`src/rtl/alloc_dispatcher_pkg.sv`:
```
// Shared types and constants for the allocation dispatcher: id/size-class
// widths, size-class codes, dispatcher FSM state encoding and the size
// classification helpers used at push time.
package alloc_dispatcher_pkg;

  localparam int REQ_ID_WIDTH        = 8;
  localparam int REQ_SIZE_TYPE_WIDTH = 2;
  localparam int unsigned REQ_MAX_BYTES = 4096;

  localparam logic [REQ_SIZE_TYPE_WIDTH-1:0] REQ_512 = 2'd0;
  localparam logic [REQ_SIZE_TYPE_WIDTH-1:0] REQ_1K  = 2'd1;
  localparam logic [REQ_SIZE_TYPE_WIDTH-1:0] REQ_2K  = 2'd2;
  localparam logic [REQ_SIZE_TYPE_WIDTH-1:0] REQ_4K  = 2'd3;

  typedef enum logic [1:0] {
    DSP_IDLE    = 2'd0,
    DSP_ISSUE   = 2'd1,
    DSP_CHECK   = 2'd2,
    DSP_BACKOFF = 2'd3
  } dsp_state_t;

  // Round a legal byte count up to its size class.
  function automatic logic [REQ_SIZE_TYPE_WIDTH-1:0] size_to_class(input int unsigned bytes);
    if (bytes <= 512)       return REQ_512;
    else if (bytes <= 1024) return REQ_1K;
    else if (bytes <= 2048) return REQ_2K;
    else                    return REQ_4K;
  endfunction

  // Zero-byte and oversize requests cannot be served by any class.
  function automatic logic size_is_legal(input int unsigned bytes);
    return (bytes != 0) && (bytes <= REQ_MAX_BYTES);
  endfunction

endpackage

```
`src/rtl/alloc_dispatcher_if.sv`:
```
// Bus bundle around the dispatcher. Handshake rule for the request side:
// a request transfers on a rising clock edge where req_valid and req_ready
// are both high; req_ready depends only on queue occupancy, never on
// req_valid. The issue side (alloc_valid_dsp_out) is a one-cycle pulse
// with no back-pressure; find_table answers through fdt_blocked.
interface alloc_dispatcher_if
  import alloc_dispatcher_pkg::*;
#(
  parameter int SIZE_WIDTH = 13
);
  logic                           req_valid;
  logic                           req_ready;
  logic [REQ_ID_WIDTH-1:0]        req_id;
  logic [SIZE_WIDTH-1:0]          req_size;
  logic                           alloc_valid_dsp_out;
  logic [REQ_ID_WIDTH-1:0]        alloc_id_dsp_out;
  logic [REQ_SIZE_TYPE_WIDTH-1:0] alloc_size_dsp_out;
  logic                           fdt_blocked;
  logic                           err_valid;
  logic [REQ_ID_WIDTH-1:0]        err_id;
  logic [7:0]                     retry_count;
  dsp_state_t                     dbg_state;

  modport slave (
    input  req_valid, req_id, req_size, fdt_blocked,
    output req_ready, alloc_valid_dsp_out, alloc_id_dsp_out, alloc_size_dsp_out,
           err_valid, err_id, retry_count, dbg_state
  );

  modport master (
    output req_valid, req_id, req_size, fdt_blocked,
    input  req_ready, alloc_valid_dsp_out, alloc_id_dsp_out, alloc_size_dsp_out,
           err_valid, err_id, retry_count, dbg_state
  );
endinterface

```
`src/rtl/alloc_dispatcher_req_fifo.sv`:
```
// Synchronous request queue. Besides the usual flags it exposes the entry
// that will sit at the head after this cycle's push/pop, so the dispatcher
// can register its issue outputs in the same cycle it pops.
module req_fifo #(
  parameter int DEPTH = 4,
  parameter int WIDTH = 10
) (
  input  logic                     clk,
  input  logic                     rst_n,
  input  logic                     i_push,
  input  logic [WIDTH-1:0]         i_wr_data,
  input  logic                     i_pop,
  output logic [WIDTH-1:0]         o_head_next,
  output logic                     o_full,
  output logic                     o_empty,
  output logic [$clog2(DEPTH):0]   o_count
);
  localparam int AW = $clog2(DEPTH);

  logic [WIDTH-1:0] r_mem [DEPTH];
  logic [AW-1:0]    r_wr_ptr;
  logic [AW-1:0]    r_rd_ptr;
  logic [AW:0]      r_count;
  logic             w_do_push;
  logic             w_do_pop;
  logic [AW-1:0]    w_rd_ptr_p1;

  assign o_full      = (r_count == (AW+1)'(DEPTH));
  assign o_empty     = (r_count == '0);
  assign o_count     = r_count;
  assign w_do_push   = i_push & ~o_full;
  assign w_do_pop    = i_pop & ~o_empty;
  assign w_rd_ptr_p1 = r_rd_ptr + AW'(1);

  // Storage write; contents need no reset since occupancy guards reads.
  always_ff @(posedge clk) begin
    if (w_do_push) r_mem[r_wr_ptr] <= i_wr_data;
  end

  // Pointers wrap naturally at the power-of-two depth.
  always_ff @(posedge clk or negedge rst_n) begin
    if (!rst_n) begin
      r_wr_ptr <= '0;
      r_rd_ptr <= '0;
      r_count  <= '0;
    end else begin
      if (w_do_push) r_wr_ptr <= r_wr_ptr + AW'(1);
      if (w_do_pop)  r_rd_ptr <= w_rd_ptr_p1;
      case ({w_do_push, w_do_pop})
        2'b10:   r_count <= r_count + (AW+1)'(1);
        2'b01:   r_count <= r_count - (AW+1)'(1);
        default: r_count <= r_count;
      endcase
    end
  end

  // Head as seen next cycle: skip past a popped entry, or forward a push into an empty slot.
  always_comb begin
    o_head_next = r_mem[r_rd_ptr];
    if (i_pop) begin
      if (r_count > (AW+1)'(1)) o_head_next = r_mem[w_rd_ptr_p1];
      else                      o_head_next = i_wr_data;
    end else if (r_count == '0) begin
      o_head_next = i_wr_data;
    end
  end
endmodule

```
`src/rtl/alloc_dispatcher.sv`:
```
// Allocation front-end: classifies and queues requests, issues the queue
// head to find_table one at a time, and replays it after a fixed backoff
// whenever find_table reports the class as blocked.
module alloc_dispatcher
  import alloc_dispatcher_pkg::*;
#(
  parameter int FIFO_DEPTH = 4,
  parameter int SIZE_WIDTH = 13,
  parameter int RETRY_GAP  = 8
) (
  input  logic              clk,
  input  logic              rst_n,
  alloc_dispatcher_if.slave bus
);
  localparam int CNT_W = (RETRY_GAP > 1) ? $clog2(RETRY_GAP) : 1;
  localparam int OCC_W = $clog2(FIFO_DEPTH) + 1;
  localparam int ENT_W = REQ_ID_WIDTH + REQ_SIZE_TYPE_WIDTH;

  logic [SIZE_WIDTH-1:0]          w_req_size;
  logic [31:0]                    w_req_bytes;
  logic                           w_size_ok;
  logic                           w_hs;
  logic                           w_push;
  logic                           w_bad;
  logic [ENT_W-1:0]               w_entry;
  logic [ENT_W-1:0]               w_head_next;
  logic                           w_full;
  logic                           w_empty;
  logic [OCC_W-1:0]               w_count;
  logic                           w_pop;
  logic                           w_load_bo;
  logic                           w_retry_inc;
  dsp_state_t                     r_state;
  dsp_state_t                     w_next_state;
  logic [CNT_W-1:0]               r_bo_cnt;
  logic                           r_alloc_valid;
  logic [REQ_ID_WIDTH-1:0]        r_alloc_id;
  logic [REQ_SIZE_TYPE_WIDTH-1:0] r_alloc_size;
  logic                           r_err_valid;
  logic [REQ_ID_WIDTH-1:0]        r_err_id;
  logic [7:0]                     r_retry_cnt;

  assign w_req_size  = bus.req_size;
  assign w_req_bytes = 32'(w_req_size);
  assign w_size_ok   = size_is_legal(w_req_bytes);
  assign w_hs        = bus.req_valid & bus.req_ready;
  assign w_push      = w_hs & w_size_ok;
  assign w_bad       = w_hs & ~w_size_ok;
  assign w_entry     = {bus.req_id, size_to_class(w_req_bytes)};

  req_fifo #(
    .DEPTH (FIFO_DEPTH),
    .WIDTH (ENT_W)
  ) u_req_fifo (
    .clk         (clk),
    .rst_n       (rst_n),
    .i_push      (w_push),
    .i_wr_data   (w_entry),
    .i_pop       (w_pop),
    .o_head_next (w_head_next),
    .o_full      (w_full),
    .o_empty     (w_empty),
    .o_count     (w_count)
  );

  // State register.
  always_ff @(posedge clk or negedge rst_n) begin
    if (!rst_n) r_state <= DSP_IDLE;
    else        r_state <= w_next_state;
  end

  // Next-state logic; fdt_blocked only matters in CHECK, where it answers the previous issue.
  always_comb begin
    w_next_state = r_state;
    w_pop        = 1'b0;
    w_load_bo    = 1'b0;
    w_retry_inc  = 1'b0;
    case (r_state)
      DSP_IDLE: begin
        if (!w_empty) w_next_state = DSP_ISSUE;
      end
      DSP_ISSUE: begin
        w_next_state = DSP_CHECK;
      end
      DSP_CHECK: begin
        if (bus.fdt_blocked) begin
          w_load_bo    = 1'b1;
          w_next_state = DSP_BACKOFF;
        end else begin
          w_pop = 1'b1;
          if ((w_count > OCC_W'(1)) || w_push) w_next_state = DSP_ISSUE;
          else                                 w_next_state = DSP_IDLE;
        end
      end
      DSP_BACKOFF: begin
        if (r_bo_cnt == '0) begin
          w_retry_inc  = 1'b1;
          w_next_state = DSP_ISSUE;
        end
      end
      default: w_next_state = DSP_IDLE;
    endcase
  end

  // Backoff countdown: loaded on a blocked CHECK, runs RETRY_GAP cycles in BACKOFF.
  always_ff @(posedge clk or negedge rst_n) begin
    if (!rst_n)                                      r_bo_cnt <= '0;
    else if (w_load_bo)                              r_bo_cnt <= CNT_W'(RETRY_GAP - 1);
    else if (r_state == DSP_BACKOFF && r_bo_cnt != '0) r_bo_cnt <= r_bo_cnt - CNT_W'(1);
  end

  // Issue outputs registered on entry to ISSUE; id/class hold between pulses.
  always_ff @(posedge clk or negedge rst_n) begin
    if (!rst_n) begin
      r_alloc_valid <= 1'b0;
      r_alloc_id    <= '0;
      r_alloc_size  <= '0;
    end else if (w_next_state == DSP_ISSUE) begin
      r_alloc_valid <= 1'b1;
      r_alloc_id    <= w_head_next[ENT_W-1:REQ_SIZE_TYPE_WIDTH];
      r_alloc_size  <= w_head_next[REQ_SIZE_TYPE_WIDTH-1:0];
    end else begin
      r_alloc_valid <= 1'b0;
    end
  end

  // Rejected requests report one cycle after their handshake.
  always_ff @(posedge clk or negedge rst_n) begin
    if (!rst_n) begin
      r_err_valid <= 1'b0;
      r_err_id    <= '0;
    end else begin
      r_err_valid <= w_bad;
      if (w_bad) r_err_id <= bus.req_id;
    end
  end

  // Saturating count of re-issues.
  always_ff @(posedge clk or negedge rst_n) begin
    if (!rst_n)                                r_retry_cnt <= '0;
    else if (w_retry_inc && r_retry_cnt != 8'hFF) r_retry_cnt <= r_retry_cnt + 8'd1;
  end

  assign bus.req_ready           = ~w_full;
  assign bus.alloc_valid_dsp_out = r_alloc_valid;
  assign bus.alloc_id_dsp_out    = r_alloc_id;
  assign bus.alloc_size_dsp_out  = r_alloc_size;
  assign bus.err_valid           = r_err_valid;
  assign bus.err_id              = r_err_id;
  assign bus.retry_count         = r_retry_cnt;
  assign bus.dbg_state           = r_state;
endmodule

```
`src/flat_wrapper.sv`:
```
// flat-port wrapper written by rule: the top's interface ports become plain ports
module alloc_dispatcher_flat import alloc_dispatcher_pkg::*;
#(
  parameter int FIFO_DEPTH = 4,
  parameter int SIZE_WIDTH = 13,
  parameter int RETRY_GAP  = 8
)
  (clk, rst_n, bus_req_valid, bus_req_id, bus_req_size, bus_fdt_blocked, bus_req_ready, bus_alloc_valid_dsp_out, bus_alloc_id_dsp_out, bus_alloc_size_dsp_out, bus_err_valid, bus_err_id, bus_retry_count, bus_dbg_state);
  alloc_dispatcher_if #(.SIZE_WIDTH(SIZE_WIDTH)) bus_i ();
  input  logic clk;
  input  logic rst_n;
  input wire logic [$bits(bus_i.req_valid)-1:0] bus_req_valid;
  input wire logic [$bits(bus_i.req_id)-1:0] bus_req_id;
  input wire logic [$bits(bus_i.req_size)-1:0] bus_req_size;
  input wire logic [$bits(bus_i.fdt_blocked)-1:0] bus_fdt_blocked;
  output wire logic [$bits(bus_i.req_ready)-1:0] bus_req_ready;
  output wire logic [$bits(bus_i.alloc_valid_dsp_out)-1:0] bus_alloc_valid_dsp_out;
  output wire logic [$bits(bus_i.alloc_id_dsp_out)-1:0] bus_alloc_id_dsp_out;
  output wire logic [$bits(bus_i.alloc_size_dsp_out)-1:0] bus_alloc_size_dsp_out;
  output wire logic [$bits(bus_i.err_valid)-1:0] bus_err_valid;
  output wire logic [$bits(bus_i.err_id)-1:0] bus_err_id;
  output wire logic [$bits(bus_i.retry_count)-1:0] bus_retry_count;
  output wire logic [$bits(bus_i.dbg_state)-1:0] bus_dbg_state;
  assign bus_i.req_valid = bus_req_valid;
  assign bus_i.req_id = bus_req_id;
  assign bus_i.req_size = bus_req_size;
  assign bus_i.fdt_blocked = bus_fdt_blocked;
  assign bus_req_ready = bus_i.req_ready;
  assign bus_alloc_valid_dsp_out = bus_i.alloc_valid_dsp_out;
  assign bus_alloc_id_dsp_out = bus_i.alloc_id_dsp_out;
  assign bus_alloc_size_dsp_out = bus_i.alloc_size_dsp_out;
  assign bus_err_valid = bus_i.err_valid;
  assign bus_err_id = bus_i.err_id;
  assign bus_retry_count = bus_i.retry_count;
  assign bus_dbg_state = bus_i.dbg_state;
  alloc_dispatcher #(.FIFO_DEPTH(FIFO_DEPTH), .SIZE_WIDTH(SIZE_WIDTH), .RETRY_GAP(RETRY_GAP)) u_core (.clk(clk), .rst_n(rst_n), .bus(bus_i));
endmodule
```
`config.mk`:
```
export PLATFORM = sky130hd
export DESIGN_NAME = alloc_dispatcher_flat
export DESIGN_NICKNAME = d
export VERILOG_FILES = /design/src/rtl/alloc_dispatcher_pkg.sv /design/src/rtl/alloc_dispatcher_if.sv /design/src/rtl/alloc_dispatcher_req_fifo.sv /design/src/rtl/alloc_dispatcher.sv /design/src/flat_wrapper.sv
export SDC_FILE = /design/constraint.sdc
export NUM_CORES = 1
export LEC_CHECK = 0
export BUFFER_PORTS_ARGS = -buffer_cell sky130_fd_sc_hd__buf_2
export CELL_PAD_IN_SITES_DETAIL_PLACEMENT = 1
export CELL_PAD_IN_SITES_GLOBAL_PLACEMENT = 1
export CORE_MARGIN = 3
export CORE_UTILIZATION = 35
export CTS_CLUSTER_SIZE = 28
export DETAILED_ROUTE_END_ITERATION = 8
export PLACE_DENSITY_LB_ADDON = 0.08
export SYNTH_ARGS = -nofsm -noshare
export SYNTH_HDL_FRONTEND = slang
export SYNTH_HIERARCHICAL = 1
export SYNTH_SLANG_ARGS = --single-unit
```
`constraint.sdc`:
```
create_clock -name clk -period 6.3 [get_ports clk]
set_input_delay 0 -clock clk [delete_from_list [all_inputs] [get_ports clk]]
set_output_delay 0 -clock clk [all_outputs]
set_load 0.02 [all_outputs]
```
# After elaboration in Yosys (flattened, before gate mapping)
# Memories as Yosys holds them, arrays and structs flattened.
# Index checks and enable logic that the tools add are counted.
# classes
magnitude_cmp	5
multipliers	0
shifts	0
bitwise_logic	8
eq_ne	8
mux	23
div	0
reduce_logical	11
add_sub_neg	6
# ops
op	count
32-bit nonzero test	1
10-bit 2-to-1 mux	3
13-bit by 10-bit less-or-equal comparator with 1-bit output, second input constant	1
13-bit by 11-bit less-or-equal comparator with 1-bit output, second input constant	1
13-bit by 12-bit less-or-equal comparator with 1-bit output, second input constant	1
13-bit less-or-equal comparator, second input constant	1
1-bit 2-to-1 mux	11
2-bit 2-to-1 mux	5
8-bit by 1-bit adder with 8-bit output, second input constant	1
8-bit != test, second input constant	1
2-bit case mux with 4 select lines	1
2-bit by 1-bit equality test with 1-bit output, second input constant	3
2-bit equality test, second input constant	3
3-bit zero test	2
3-bit 2-to-1 mux	2
3-bit case mux with 2 select lines	1
3-bit by 1-bit subtractor with 3-bit output, second input constant	2
1-bit AND	5
2-bit by 1-bit adder with 2-bit output, second input constant	2
2-bit nonzero test	2
3-bit by 1-bit adder with 3-bit output, second input constant	1
3-bit equality test, second input constant	1
3-bit by 1-bit > comparator with 1-bit output, second input constant	1
1-bit logical AND	3
4 further kinds	6
# totals
reg_bits	40
latchBits	0
memories	1
mem_bits_rw	40
out_inout_bits	31
romBits	0
word_cells	73
# memory_table
name	words	width	rd	rd_ports_with_merged_regs	write_ports	line_no	source
u_core.u_req_fifo.r_mem	4	10	2	0	1	alloc_dispatcher_req_fifo.sv:20	logic [WIDTH-1:0] r_mem [DEPTH];

# Depth between registers and ports, before layout
# Gate-level depths: netlist of the first run.
# logic_depth
word_depth	10
ltp_mapped	12

# Cells and area by module
# Netlist of the first run, hierarchy kept.
# modules_own_cells
mod	seq_area_each_um2	area_per_inst_um2	instances	cells_each
req_fifo	1376.3	2489.9	1	167
alloc_dispatcher	825.8	1619.1	1	132

# Worst setup path after synthesis of the first run
# OpenSTA, ideal clock, no wires.
# synth_timing
kind	register to register
startpoint	reg u_core.u_req_fifo.r_count[1], in the netlist u_core/u_req_fifo/o_count[1]
endpoint	reg u_core.u_req_fifo.r_count[2], in the netlist u_core/u_req_fifo/o_count[2]
setup_ns	0.133
slack_ns	4.070
t_arrival_ns	2.098
n_path_buf	0
t_required_ns	6.167
path_stages_with_launch	13
synth_period_minus_slack_ns	2.230
cell_sequence	dfrtp_1 -> inv_1 -> ha_1 -> and2_1 -> nor2b_1 -> nand2_1 -> inv_1 -> a21boi_1 -> inv_1 -> ha_1 -> mux2i_1 -> nor2_1 -> xnor2_1
# synth_between
elab_chain_cells	7
word_cells_on_any_way	14
classes_between	add/sub: 2; eq/ne: 3; mux: 1; bitwise: 6; reduce/logical: 2
# synth_lines
item	line_no	source
from (decl)	alloc_dispatcher_req_fifo.sv:23	logic [AW:0] r_count;
from (signal assigned)	alloc_dispatcher_req_fifo.sv:50	2'b10: r_count <= r_count + (AW+1)'(1);
from (signal assigned)	alloc_dispatcher_req_fifo.sv:51	2'b01: r_count <= r_count - (AW+1)'(1);
from (signal assigned)	alloc_dispatcher_req_fifo.sv:52	default: r_count <= r_count;
3-bit equality test *	alloc_dispatcher_req_fifo.sv:28	assign o_full = (r_count == (AW+1)'(DEPTH));
net u_core.w_full	alloc_dispatcher.sv:27	logic w_full;
1-bit inverter *	alloc_dispatcher.sv:144	assign bus.req_ready = ~w_full;
1-bit AND *	alloc_dispatcher.sv:46	assign w_hs = bus.req_valid & bus.req_ready;
1-bit AND *	alloc_dispatcher.sv:47	assign w_push = w_hs & w_size_ok;
net u_core.w_push	alloc_dispatcher.sv:23	logic w_push;
1-bit AND *	alloc_dispatcher_req_fifo.sv:31	assign w_do_push = i_push & ~o_full;
2-bit by 1-bit equality test with 1-bit output or 2-bit equality test (tied branches)	alloc_dispatcher_req_fifo.sv:49	case ({w_do_push, w_do_pop})
3-bit case mux with 2 select lines or 2-bit nonzero test (tied branches)	n/a	
# Mark *: on every way through the listed nets, which the timed path passes. The rest lies on a longest branch.
# A chain may end at the register's enable or synchronous reset.

# Final worst setup path of the first run
# layout_timing
startpoint	reg u_core.u_req_fifo.r_count[1], in the netlist u_core/u_req_fifo/o_count[1]
endpoint	reg u_core.r_alloc_size[0], in the netlist u_core/bus.alloc_size_dsp_out[0]
# layout_between
word_cells_on_any_way	15
classes_between	order compare: 1; eq/ne: 2; mux: 7; bitwise: 3; reduce/logical: 2
# layout_rtl
item	line_no	source
3-bit zero test *	alloc_dispatcher_req_fifo.sv:29	assign o_empty = (r_count == '0);
net u_core.w_empty	alloc_dispatcher.sv:28	logic w_empty;
2-bit 2-to-1 mux	alloc_dispatcher.sv:80	if (!w_empty) w_next_state = DSP_ISSUE;
2-bit case mux with 4 select lines	alloc_dispatcher.sv:78	case (r_state)
2-bit by 1-bit equality test with 1-bit output	alloc_dispatcher.sv:118	end else if (w_next_state == DSP_ISSUE) begin
to (signal assigned)	alloc_dispatcher.sv:121	r_alloc_size <= w_head_next[REQ_SIZE_TYPE_WIDTH-1:0];
to (decl)	alloc_dispatcher.sv:38	logic [REQ_SIZE_TYPE_WIDTH-1:0] r_alloc_size;
# Marks and branches as above.

==> out/results.env, run 1 <==
STATUS='completed'
ROUTE.VIAS.TOTAL=2640
MULTI_INPUT_COMB_AREA_SQ_MM=0.00175
FIRST_PASS_GRT_WIRE_LENGTH_UM=14800
PLACEMENT_ROWS=38
SYNTH.NET_COUNT=336
FINAL_HOLD_VIOLATING_ENDPOINTS=0
CRITPATHARRIVALTIME_NS=3.03
MAXCAPVIOLCOUNT=0
CTS.HTREE.LEVELS=3
DRC_VIOLS=0
CLKSINKCOUNT=80
INITIAL_CORE_UTIL=0.368
GRT_REMAINING_OVERFLOW=0
FINAL_CORE_UTIL=0.440
ROUTE.FINAL.WIRE_LENGTH_UM=9130
SEQ_AREA_SQ_MM=0.00220
LAYOUT-DRIVE-GT1-SHARE=0.304
GP_CONGESTION=0.759
VDD.IR_DROP.WORST_V=0.000277
DRT_FIRST_ITER_VIOLATIONS=142
WORST_EP_REQUIRED_TIME_NS=6.52
RSZ0062_AT_GRT='no'
DP_WORST_SETUP_SLACK_NS=3.49
REPORT.FINAL.SLEW_VIOL_COUNT=0
SLEW_HEADROOM=0.354
FP.DIEH_UM=114
HOLD_CLASS='in -> reg'
FIN_WORST_HOLD_SLACK_NS=0.106
HPWLAFTERDP_UM=6500
POSTSYNTHCELLCOUNT=299
CTS_ROOT_BUF='sky130_fd_sc_hd__clkbuf_16'
ACHIEVABLE-FREQUENCY_MHz=356
GRT_PASS1_VIAS=2720
POWERDENSITY_mW_PER_MM2=487
CLKSLEWWORSTSETUPHOLDPATHS_NS=0.06
CRITICAL_PATH.MAX_FANOUT=13
SYNTH_SEQUENTIAL_AREA_RATIO=0.536
TIMING.CLOCK.SKEW_NS=0.00587
TRITONCTS_CLOCK_TREE='done'
LAUNCHING_ELEMENT_TYPE_OF_THE_CRITICAL_PATH='flop'
SYN_AVG_CELL_AREA_SQ_UM=13.7
NUMCTSBUFFERS=9
PATH_CLASS='reg -> reg'
POST_CTS.REPAIR.SETUP_BUFFERS=0
NUMBER_OF_FLOPS_MAPPED_TO_ENABLE_CELLS_BY_YOSYS=40
ANTENNADIODECOUNT=0
POST_SYNTH_INSTANCE_AREA_SQ_MM=0.00411
AREA.GROWTH.SYNTH_TO_FINAL_PCT=19.7
VIAS_PER_CELL=5.19
YS_FF_LATCH=80
STDCELL_AREA_SQ_MM=0.00492
GRT_START_MAX_NET_PINS=41
NETLIST-CELL-TYPE-COUNT=52
POST-ROUTE-PERIOD-UTIL=0.446
FINALSETUPVIOLATIONS=0
ROUTE.ANTENNA.REMAINING_NETS=0
IO_PINS=56
WORST_SLACK_NS=3.49
FIRSTDRTPASSITERS=4
IO_BUFFERS=55
COREAREA_SQ_MM=0.0112
GRT_ANTENNA_BEFORE_REPAIR=0
FILL_CELLS=1161
POWER.STATIC_LEAKAGE_nW=1.99
SYNTH.YOSYS.WARNINGS=6
DIE_AREA_SQ_MM=0.0131
DIE_W_UM=114
DETAIL_ROUTE.WL_PER_CELL_UM=17.9
LAYOUT.NETS=401
WORSTMARGINPINSLEW_NS=0.969
CLOCK_INSERTION_DELAY_WORST_SKEW_NS=0.34
GLOBAL_ROUTE.USAGE.TOTAL=0.150
PLACED_AREA_SQ_MM=0.00448
POST_SYNTHESIS_ASYNC_SET_OR_RESET_FLOP_SHARE=0.500
SHORTEST_CLOCK_PERIOD_THE_WORST_PATH_ALLOWS_AFTER_LAYOUT_NS=2.81
LEADING_REGISTER_CELL_TYPE_OUT_OF_SYNTHESIS='sky130_fd_sc_hd__edfxtp_1'
CRITPATHCAPTURETYPE='flop'
SETUP_TNS_NS=0
CLK_PATH_BUF_DEPTH=2
-- logic make-up (layout without fill, tap and decap cells) --
logic type	count (synthesis)	count (layout)	synth area share
adder cells (fa/ha/maj)	12	12	0.0365
flip-flops	80	80	0.536
multiplexers	40	40	0.176
buffers and inverters	31	101	0.0393
AO/OA/AOI/OAI	55	55	0.0889
XOR/XNOR	14	14	0.0298
AND/OR/NAND/NOR	67	67	0.0935
-- layout make-up --
class                      instances  share of cell area
inverter                          18              0.0137
multi-input combinational        188               0.355
clock inverter                     7              0.0231
tap                              140              0.0356
clock buffer                       9              0.0458
timing repair buffer              67              0.0793
sequential                        80               0.448
-- synth_stat cells (2+ instances only) --
master | count | area share
sky130_fd_sc_hd__a21oi_1 | 13 | 0.016
sky130_fd_sc_hd__a22oi_1 | 2 | 0.0037
sky130_fd_sc_hd__a31oi_1 | 3 | 0.0046
sky130_fd_sc_hd__a32oi_1 | 9 | 0.019
sky130_fd_sc_hd__and2_1 | 7 | 0.011
sky130_fd_sc_hd__and3_1 | 2 | 0.0030
sky130_fd_sc_hd__buf_2 | 2 | 0.0024
sky130_fd_sc_hd__buf_6 | 5 | 0.014
sky130_fd_sc_hd__clkbuf_1 | 4 | 0.0037
sky130_fd_sc_hd__clkinv_1 | 2 | 0.0018
sky130_fd_sc_hd__dfrtp_1 | 40 | 0.24
sky130_fd_sc_hd__edfxtp_1 | 40 | 0.29
sky130_fd_sc_hd__ha_1 | 12 | 0.037
sky130_fd_sc_hd__inv_1 | 15 | 0.014
sky130_fd_sc_hd__mux2_1 | 9 | 0.025
sky130_fd_sc_hd__mux2_4 | 9 | 0.033
sky130_fd_sc_hd__mux4_1 | 4 | 0.026
sky130_fd_sc_hd__mux4_2 | 16 | 0.088
sky130_fd_sc_hd__nand2_1 | 18 | 0.016
sky130_fd_sc_hd__nand2b_1 | 2 | 0.0030
sky130_fd_sc_hd__nand3_1 | 16 | 0.019
sky130_fd_sc_hd__nand4_1 | 3 | 0.0046
sky130_fd_sc_hd__nor2_1 | 7 | 0.0064
sky130_fd_sc_hd__nor2_2 | 2 | 0.0030
sky130_fd_sc_hd__nor3b_2 | 2 | 0.0061
sky130_fd_sc_hd__o211ai_1 | 2 | 0.0037
sky130_fd_sc_hd__o21ai_0 | 8 | 0.0097
sky130_fd_sc_hd__o21ai_1 | 8 | 0.0097
sky130_fd_sc_hd__o21ai_2 | 2 | 0.0043
sky130_fd_sc_hd__xnor2_1 | 11 | 0.023
sky130_fd_sc_hd__xor2_1 | 3 | 0.0064
-- flip-flops by register name (all words and copies together), names as in the netlist --
signal and flops:
u_core/bus.dbg_state 2, u_core/u_req_fifo/o_count 3, u_core/u_req_fifo/r_wr_ptr 2, u_core/bus.alloc_id_dsp_out 8
u_core/bus.alloc_size_dsp_out 2, u_core/bus.err_valid 1, u_core/u_req_fifo/r_mem 40, u_core/bus.alloc_valid_dsp_out 1
u_core/u_req_fifo/r_rd_ptr 2, u_core/bus.retry_count 8, u_core/bus.err_id 8, u_core/r_bo_cnt 3
-- critical path, stage by stage (launching register included) --
cell,delay [ns]
sky130_fd_sc_hd__dfrtp_1,0.47
sky130_fd_sc_hd__inv_1,0.13
sky130_fd_sc_hd__ha_1,0.24
sky130_fd_sc_hd__nand2b_1,0.35
sky130_fd_sc_hd__clkinv_1,0.37
sky130_fd_sc_hd__nor2_1,0.17
sky130_fd_sc_hd__nor2_1,0.07
sky130_fd_sc_hd__a211oi_1,0.24
sky130_fd_sc_hd__o21ai_2,0.28
sky130_fd_sc_hd__mux2_1,0.37
-- path summary, 6_finish.rpt --
check	startpoint	to	slack [ns]	depth (start not counted)
min in group asynchronous	rst_n	u_core/bus.err_id[1]	0.36	2
worst min register to register	u_core/bus.err_id[4]	u_core/bus.err_id[4]	0.48	1
max in group asynchronous	rst_n	u_core/u_req_fifo/r_wr_ptr[0]	5.34	2
worst min-delay path	bus_req_valid	u_core/bus.dbg_state[0]	0.11	4
worst max register to register	u_core/u_req_fifo/o_count[1]	u_core/bus.alloc_size_dsp_out[0]	3.49	9
worst max-delay path	u_core/u_req_fifo/o_count[1]	u_core/bus.alloc_size_dsp_out[0]	3.49	9
-- where the power goes --
group | switching, mW | internal [mW]
logic | 0.524 | 0.461
clock network | 0.229 | 0.356
registers | 0.132 | 0.692
-- cells in the final DEF, fill, tap and decap left out, types with 3 or more instances in the layout --
cell type and n:
sky130_fd_sc_hd__dlygate4sd3_1 10, sky130_fd_sc_hd__mux4_2 16, sky130_fd_sc_hd__a32oi_1 9, sky130_fd_sc_hd__mux2_1 9
sky130_fd_sc_hd__edfxtp_1 40, sky130_fd_sc_hd__xnor2_1 11, sky130_fd_sc_hd__a21oi_1 13, sky130_fd_sc_hd__o21ai_1 8
sky130_fd_sc_hd__nand4_1 3, sky130_fd_sc_hd__mux2_4 9, sky130_fd_sc_hd__clkbuf_16 9, sky130_fd_sc_hd__nand3_1 16
sky130_fd_sc_hd__nand2_1 18, sky130_fd_sc_hd__inv_1 15, sky130_fd_sc_hd__dfrtp_1 40, sky130_fd_sc_hd__nor2_1 7
sky130_fd_sc_hd__xor2_1 3, sky130_fd_sc_hd__o21ai_0 8, sky130_fd_sc_hd__ha_1 12, sky130_fd_sc_hd__a31oi_1 3
sky130_fd_sc_hd__buf_2 55, sky130_fd_sc_hd__and2_1 7, sky130_fd_sc_hd__mux4_1 4
-- timing repair --
| action | 4_1_cts | 5_1_grt |
|---|---|---|
| endpoints found under the hold margin | 77 | 0 |
| resized for setup | 0 | 0 |
| endpoints found under the setup margin | 0 | 0 |
| hold buffers | 10 | 0 |
-- layer usage --
layer,track usage,wire length (um)
met1,0.215,4530
met5,0,0
met3,0.0386,488
met2,0.218,4010
met4,0.0578,95
-- stage by stage --
stage          power, mW  cells
2_1_floorplan       1.59    299
3_3_place_gp        1.81    483
3_5_place_dp        1.83    483
4_1_cts             2.43    509
5_1_grt             2.57    509
6_report            2.39    509
(Power assumes the default switching activity.)
==> run 2, diff against run 1 <==
- clock period: 6.3 -> 2.55 ns (I/O delays scaled with it)
==> run 2 against run 1 <==
- largest power group unchanged
- worst hold slack got worse by 0.015 ns
- combinational power increased to 2.7 times the previous value
- critical path depth decreased by 1
- total power increased by 150%
- clock skew decreased by 0.0021 ns
- sequential cell count unchanged
- cell count increased by 2.8%
- highest routed layer unchanged
- via count increased by 2.7%
- die area unchanged
==> out/results.env, run 2 (same netlist as run 1, synthesis figures left out) <==
NUMCTSBUFFERS=9  # unchanged
POST-ROUTE-PERIOD-UTIL=0.873  # +0.427
LAUNCHING_ELEMENT_TYPE_OF_THE_CRITICAL_PATH='flop'
DIE_W_UM=114  # unchanged
HOLD_PATH_STARTPOINT='bus_req_valid'
IO_PINS=56  # unchanged
INITIAL_CORE_UTIL=0.368  # unchanged
ACHIEVABLE-FREQUENCY_MHz=449  # +26%
PLACEMENT_ROWS=38  # unchanged
MIN_PATH_CELLS=4  # unchanged
FP.DIEH_UM=114  # unchanged
TIMING.CRITICAL_PATH.MODE_CELL='sky130_fd_sc_hd__inv_1'
FINAL_HOLD_VIOLATING_ENDPOINTS=0  # unchanged
DP_WORST_SETUP_SLACK_NS=0.259  # -3.23 ns
DRT_FIRST_ITER_VIOLATIONS=168  # +18%
REPORT.FINAL.SLEW_VIOL_COUNT=0  # unchanged
SHORTEST_CLOCK_PERIOD_THE_WORST_PATH_ALLOWS_AFTER_LAYOUT_NS=2.23  # -0.584 ns
SLOWEST_DELAY_NS=0.60  # +0.13 ns
PATH_CELLS='inv_1 > ha_1 > and2_1 > inv_1 > nand2_1 > nor3b_2 > o21ai_2 > mux2_1'
GRT_PASS1_VIAS=2704  # -0.59%
CLOCK_INSERTION_DELAY_WORST_SKEW_NS=0.34  # about the same
VDD.IR_DROP.WORST_V=0.000807  # +190%
CTS_ROOT_BUF='sky130_fd_sc_hd__clkbuf_16'
FIRST_PASS_GRT_WIRE_LENGTH_UM=15100  # +1.5%
MOSTFREQUENTLAYOUTCELLS='sky130_fd_sc_hd__buf_2, sky130_fd_sc_hd__dfrtp_1, sky130_fd_sc_hd__edfxtp_1'
RR_STARTPOINT='u_core/u_req_fifo/o_count[1]'
REG2REG_DEPTH=8  # -1
SETUP.REG_TO_REG.WORST_SLACK_NS=0.32  # -3.17 ns
CRITICAL_PATH.MAX_FANOUT=11  # -2
CP_NUM_BUF_INV=2  # unchanged
ROUTE.FINAL.WIRE_LENGTH_UM=9110  # -0.20%
DRC_VIOLS=0  # unchanged
CRITPATHCAPTURETYPE='flop'
VIAS_PER_CELL=5.18  # about the same
CTS.HTREE.LEVELS=3  # unchanged
PATH_CLASS='reg -> reg'
LAYOUT.CELLS.MOST_COMMON='sky130_fd_sc_hd__buf_2'
GRT_ANTENNA_BEFORE_REPAIR=0  # unchanged
SEQ_AREA_SQ_MM=0.00220  # unchanged
ANTENNADIODECOUNT=0  # unchanged
WORSTREG2REGEND='u_core/bus.alloc_size_dsp_out[0]'
WORST_EP_REQUIRED_TIME_NS=2.78  # -3.74 ns
TIMING.CRITICAL_PATH.MAX_DELAY_FAMILY='compound AO/OA/AOI/OAI gates'
WORST_SLACK_NS=0.324  # -3.17 ns
RSZ0062_AT_GRT='no'
SHARE_SEQ_OF_TOTAL_POWER=0.321  # -0.023
FINALSETUPVIOLATIONS=0  # unchanged
CLKSLEWWORSTSETUPHOLDPATHS_NS=0.06  # about the same
LAYOUT-DRIVE-GT1-SHARE=0.332  # +0.0281
WORSTMARGINPINSLEW_NS=0.967  # -0.00200 ns
LAYOUT.NETS=415  # +3.5%
ROUTE.VIAS.TOTAL=2710  # +2.7%
TRITONCTS_CLOCK_TREE='done'
GLOBAL_ROUTE.USAGE.TOTAL=0.151  # +0.000832
GRT_START_MAX_NET_PINS=41  # unchanged
IO_BUFFERS=55  # unchanged
POWER.COMBINATIONAL.FRACTION=0.451  # +0.039
POST_CTS.REPAIR.SETUP_BUFFERS=0  # unchanged
FIRSTDRTPASSITERS=4  # unchanged
TOP_REGISTER='u_core/u_req_fifo/r_mem'
COREAREA_SQ_MM=0.0112  # unchanged
HPWLAFTERDP_UM=6790  # +4.5%
SETUP_TNS_NS=0  # unchanged
POWER.STATIC_LEAKAGE_nW=2.05  # +3.0%
SLEW_HEADROOM=0.355  # +0.00133
GP_CONGESTION=0.770  # +1.4%
CRITPATHARRIVALTIME_NS=2.45  # -0.58 ns
CLK_PATH_BUF_DEPTH=2  # unchanged
STATUS='completed'
CPMAXSTAGEDELAYCELL='sky130_fd_sc_hd__o21ai_2'
INTERNAL_POWER_mW=3.73  # +150%
POWER_SWITCHING_SHARE=0.369  # -0.000624
ROUTE.ANTENNA.REMAINING_NETS=0  # unchanged
FILL_CELLS=1167  # +0.52%
LARGEST_REGISTER_FFS=40  # unchanged
MULTI_INPUT_COMB_AREA_SQ_MM=0.00175  # +0.22%
TIMING.CLOCK.SKEW_NS=0.00374  # -0.00212 ns
DIE_AREA_SQ_MM=0.0131  # unchanged
GRT_REMAINING_OVERFLOW=0  # unchanged
CLOCKPOWERSHARE=0.228  # -0.016
POWERDENSITY_mW_PER_MM2=1180  # +140%
AREA.GROWTH.SYNTH_TO_FINAL_PCT=21.7
DETAIL_ROUTE.WL_PER_CELL_UM=17.4  # -2.9%
HOLD_CLASS='in -> reg'
POWER.SWITCHING_mW=2.18  # +150%
CLKSINKCOUNT=80  # unchanged
MAXCAPVIOLCOUNT=0  # unchanged
HOLDPATHEND='u_core/bus.dbg_state[0]'
==> run 2: cell count changes in the layout (fill, tap and decap cells not counted), sizes merged <==
cell	change
inv	+2
bufinv	-1
buf	+14
clkinv	-1
==> run 2: worst min-delay path, delay by kind of cell <==
kind | cells | cell delay, ns
simple gates | 2 | 0.21
compound gates | 1 | 0.07
buf+inv | 1 | 0.11
==> run 2: cell type report <==
| class | count | share of cell area |
|---|---|---|
| clock buffers | 9 | 0.0450 |
| flip-flops and latches | 80 | 0.440 |
| clock inverters | 7 | 0.0175 |
| well taps | 140 | 0.0350 |
| inverters | 18 | 0.0135 |
| repair buffers | 81 | 0.0990 |
| multi-input cells | 188 | 0.350 |
==> run 2: stage by stage <==
step	total power, mW	util	hold slack (ns)	std cells	area [sq um]
floorplan	3.92	-	-0.296	299	4110
global placement	4.56	0.410	0.223	497	4590
detailed placement	4.61	0.410	0.217	497	4590
CTS	6.01	0.447	0.0711	523	5000
global route	6.35	0.448	0.129	523	5000
finish	5.91	0.448	0.0904	523	5000
==> run 2: per-layer routing <==
layer	share of wire	global-route usage	vias up
met4	0.013	0.0451	0
met3	0.057	0.0460	8
li1	-	-	1289
met1	0.53	0.232	1343
met2	0.41	0.203	70
met5	0	0	-
==> run 2: power by group through the flow <==
stage / sequential, mW / clock (mW) / combinational (mW)
finish: 1.90 / 1.34 / 2.67
CTS: 1.90 / 1.41 / 2.70
global placement: 1.91 / 0 / 2.65
global route: 1.95 / 1.46 / 2.95
floorplan: 2.18 / 0 / 1.74
detailed placement: 1.93 / 0 / 2.68
==> run 2: how the worst max path moves through the flow <==
stage                                 start                          endpoint  slack [ns]  cells after the start
2_1_floorplan  u_core/u_req_fifo/o_count[1]      u_core/u_req_fifo/o_count[2]        0.32                     12
3_3_place_gp   u_core/u_req_fifo/o_count[1]     u_core/u_req_fifo/r_mem[1][5]        0.31                     10
3_5_place_dp   u_core/u_req_fifo/o_count[0]     u_core/u_req_fifo/r_mem[1][2]        0.26                     10
4_1_cts        u_core/u_req_fifo/o_count[0]      u_core/u_req_fifo/o_count[2]        0.24                     12
5_1_grt        u_core/u_req_fifo/o_count[1]      u_core/u_req_fifo/o_count[2]        0.08                     12
6_report       u_core/u_req_fifo/o_count[1]  u_core/bus.alloc_size_dsp_out[0]        0.32                      8
==> run 2: what timing repair did <==
action,in CTS,in global routing
endpoints found under the hold margin,78,0
hold buffers,10,0
gates resized for setup,0,1
setup endpoints to repair,0,1
==> run 3, diff against run 2 <==
- CORE_UTILIZATION: 35 -> 23
==> run 3 against run 2 <==
- global-route usage is 4.0 points lower
- clock skew is 0.0064 ns higher
- cell count is 17% higher
- die area is 49% higher
- sequential share of layout area is 1.0 points lower
- critical endpoint unchanged
- largest cell class unchanged
- utilization is 15 points lower
==> out/results.env, run 3 (same netlist as run 1, synthesis figures left out) <==
STATUS='completed'
CRITPATHLAUNCH='u_core/u_req_fifo/o_count[1]'
CLK_PATH_BUF_DEPTH=2  # unchanged
DETAIL_ROUTE.WL_PER_CELL_UM=17.1  # -1.8%
SLEW_HEADROOM=0.356  # +0.000951
POWER.STATIC_LEAKAGE_nW=2.05  # about the same
REPORT.FINAL.SLEW_VIOL_COUNT=0  # unchanged
POST-ROUTE-PERIOD-UTIL=0.898  # +0.0252
FIRSTDRTPASSITERS=4  # unchanged
TOP_REGISTER='u_core/u_req_fifo/r_mem'
ACHIEVABLE-FREQUENCY_MHz=437  # -2.8%
VDD.IR_DROP.WORST_V=0.000349  # -57%
SETUP_TNS_NS=0  # unchanged
CPMAXSTAGEDELAYCELL='sky130_fd_sc_hd__o21ai_2'
DIE_W_UM=140  # +22%
CRITICAL_PATH.MAX_FANOUT=11  # unchanged
GP_CONGESTION=0.720  # -6.5%
CRITPATHARRIVALTIME_NS=2.51  # +0.06 ns
MAXCAPVIOLCOUNT=0  # unchanged
LARGEST_REGISTER_FFS=40  # unchanged
DRC_VIOLS=0  # unchanged
GRT_ANTENNA_BEFORE_REPAIR=0  # unchanged
WORST_EP_REQUIRED_TIME_NS=2.77  # about the same
ROUTE.FINAL.WIRE_LENGTH_UM=10400  # +15%
FIRST_PASS_GRT_WIRE_LENGTH_UM=16800  # +11%
LAUNCHING_ELEMENT_TYPE_OF_THE_CRITICAL_PATH='flop'
SHARE_SEQ_OF_TOTAL_POWER=0.324  # +0.003
DIE_AREA_SQ_MM=0.0195  # +49%
ROUTE.VIAS.TOTAL=2728  # +0.66%
WORSTMARGINPINSLEW_NS=0.955  # -0.0115 ns
POWER.SWITCHING_mW=2.27  # +3.9%
GLOBAL_ROUTE.USAGE.TOTAL=0.111  # -0.0402
ANTENNADIODECOUNT=0  # unchanged
HOLD_PATH_STARTPOINT='bus_req_valid'
FINAL_HOLD_VIOLATING_ENDPOINTS=0  # unchanged
SHORTEST_CLOCK_PERIOD_THE_WORST_PATH_ALLOWS_AFTER_LAYOUT_NS=2.29  # +0.0644 ns
CLKSLEWWORSTSETUPHOLDPATHS_NS=0.07  # about the same
GRT_REMAINING_OVERFLOW=0  # unchanged
LAYOUT-DRIVE-GT1-SHARE=0.338  # +0.00607
PATH_CLASS='reg -> reg'
WORSTREG2REGEND='u_core/bus.alloc_size_dsp_out[0]'
MOSTFREQUENTLAYOUTCELLS='sky130_fd_sc_hd__buf_2, sky130_fd_sc_hd__edfxtp_1, sky130_fd_sc_hd__dfrtp_1'
TIMING.CLOCK.SKEW_NS=0.0101  # +0.00638 ns
REG2REG_DEPTH=8  # unchanged
POWER.COMBINATIONAL.FRACTION=0.446  # -0.005
AREA.GROWTH.SYNTH_TO_FINAL_PCT=24.7
VIAS_PER_CELL=4.47  # -14%
SLOWEST_DELAY_NS=0.60  # about the same
INTERNAL_POWER_mW=3.71  # -0.44%
FP.DIEH_UM=140  # +22%
SETUP.REG_TO_REG.WORST_SLACK_NS=0.26  # -0.06 ns
LAYOUT.NETS=417  # +0.48%
RR_STARTPOINT='u_core/u_req_fifo/o_count[1]'
CTS.HTREE.LEVELS=3  # unchanged
CLOCK_INSERTION_DELAY_WORST_SKEW_NS=0.34  # about the same
ROUTE.ANTENNA.REMAINING_NETS=0  # unchanged
TRITONCTS_CLOCK_TREE='done'
FILL_CELLS=1887  # +62%
MIN_PATH_CELLS=4  # unchanged
CLKSINKCOUNT=80  # unchanged
IO_PINS=56  # unchanged
GRT_PASS1_VIAS=2779  # +2.8%
GRT_START_MAX_NET_PINS=27  # -34%
POWERDENSITY_mW_PER_MM2=1170  # -1.2%
IO_BUFFERS=55  # unchanged
POWER_mW=5.98  # +1.2%
COREAREA_SQ_MM=0.0174  # +56%
HPWLAFTERDP_UM=7800  # +15%
CTS_ROOT_BUF='sky130_fd_sc_hd__clkbuf_16'
RSZ0062_AT_GRT='no'
CLOCKPOWERSHARE=0.230  # +0.002
INITIAL_CORE_UTIL=0.236  # -0.132
FINALSETUPVIOLATIONS=0  # unchanged
PATH_CELLS='inv_1 > ha_1 > and2_1 > inv_1 > nand2_1 > nor3b_2 > o21ai_2 > mux2_1'
FIN_WORST_HOLD_SLACK_NS=0.0858  # -0.00464 ns
POWER_SWITCHING_SHARE=0.379  # +0.0100
LAYOUT.CELLS.MOST_COMMON='sky130_fd_sc_hd__buf_2'
HOLD_CLASS='in -> reg'
TIMING.CRITICAL_PATH.MODE_CELL='sky130_fd_sc_hd__inv_1'
PLACEMENT_ROWS=48  # +26%
HOLDPATHEND='u_core/bus.dbg_state[0]'
DRT_FIRST_ITER_VIOLATIONS=157  # -6.5%
NUMCTSBUFFERS=9  # unchanged
CRITPATHCAPTURETYPE='flop'
==> run 3: changes by cell type in the layout (fill, tap and decap cells not counted) <==
cell                         delta
sky130_fd_sc_hd__buf_4          +2
sky130_fd_sc_hd__clkinvlp_4     +2
sky130_fd_sc_hd__dfrtp_1        -1
sky130_fd_sc_hd__clkinv_4       -2
sky130_fd_sc_hd__dfrtp_2        +1
==> run 3: worst max-delay path by stage <==
stage | cells past startpoint | to | slack (ns)
after floorplan | 12 | u_core/u_req_fifo/o_count[2] | 0.32
after global placement | 10 | u_core/u_req_fifo/r_mem[1][5] | 0.19
after detailed placement | 10 | u_core/u_req_fifo/r_mem[1][4] | 0.17
after CTS | 10 | u_core/u_req_fifo/r_mem[1][1] | 0.15
after global routing | 10 | u_core/u_req_fifo/r_mem[1][2] | 0.04
final | 8 | u_core/bus.alloc_size_dsp_out[0] | 0.26
==> run 3: what timing repair did <==
| action | in CTS | in global routing |
|---|---|---|
| hold endpoints to repair | 59 | 0 |
| hold buffers | 10 | 0 |
| resized for setup | 0 | 2 |
| setup buffers | 0 | 0 |
| setup endpoints to repair | 0 | 41 |
==> run 3: per-layer routing <==
metal,GRT usage,wire (um),up-vias
li1,-,-,1293
met1,0.175,5690,1380
met2,0.147,4250,45
met3,0.0199,324,10
met4,0.0428,172,0
met5,0,0,-
==> run 3: worst max-delay path, delay by kind of cell (launching register included) <==
family | cells | cell delay [ns]
compound gates | 1 | 0.60
flops | 1 | 0.46
mux | 1 | 0.38
simple gates | 3 | 0.34
fa+ha+maj | 1 | 0.22
buf+inv | 2 | 0.17
==> run 3: final cells by class <==
| class | count | area [sq um] | share of cell area |
|---|---|---|---|
| clock inverters | 7 | 85.1 | 0.0166 |
| well taps | 225 | 282 | 0.0550 |
| flip-flops and latches | 80 | 2200 | 0.430 |
| multi-input cells | 188 | 1750 | 0.341 |
| inverters | 18 | 67.6 | 0.0132 |
| clock buffers | 9 | 225 | 0.0440 |
| repair buffers | 83 | 510 | 0.0997 |
==> run 3: power groups by stage <==
stage	clock network, mW	logic [mW]	registers, mW
floorplan	0	1.74	2.18
global placement	0	2.68	1.96
detailed placement	0	2.69	1.97
CTS	1.43	2.71	1.95
global route	1.48	2.94	2.00
finish	1.38	2.66	1.94
==> run 3: stage by stage <==
step	instance area, sq um	util	std cells	worst slack (ns)
finish	5120	0.294	610	0.260
floorplan	4110	-	299	0.320
global route	5120	0.294	610	0.0433
global placement	4710	0.270	584	0.193
CTS	5120	0.294	610	0.146
detailed placement	4710	0.270	584	0.174
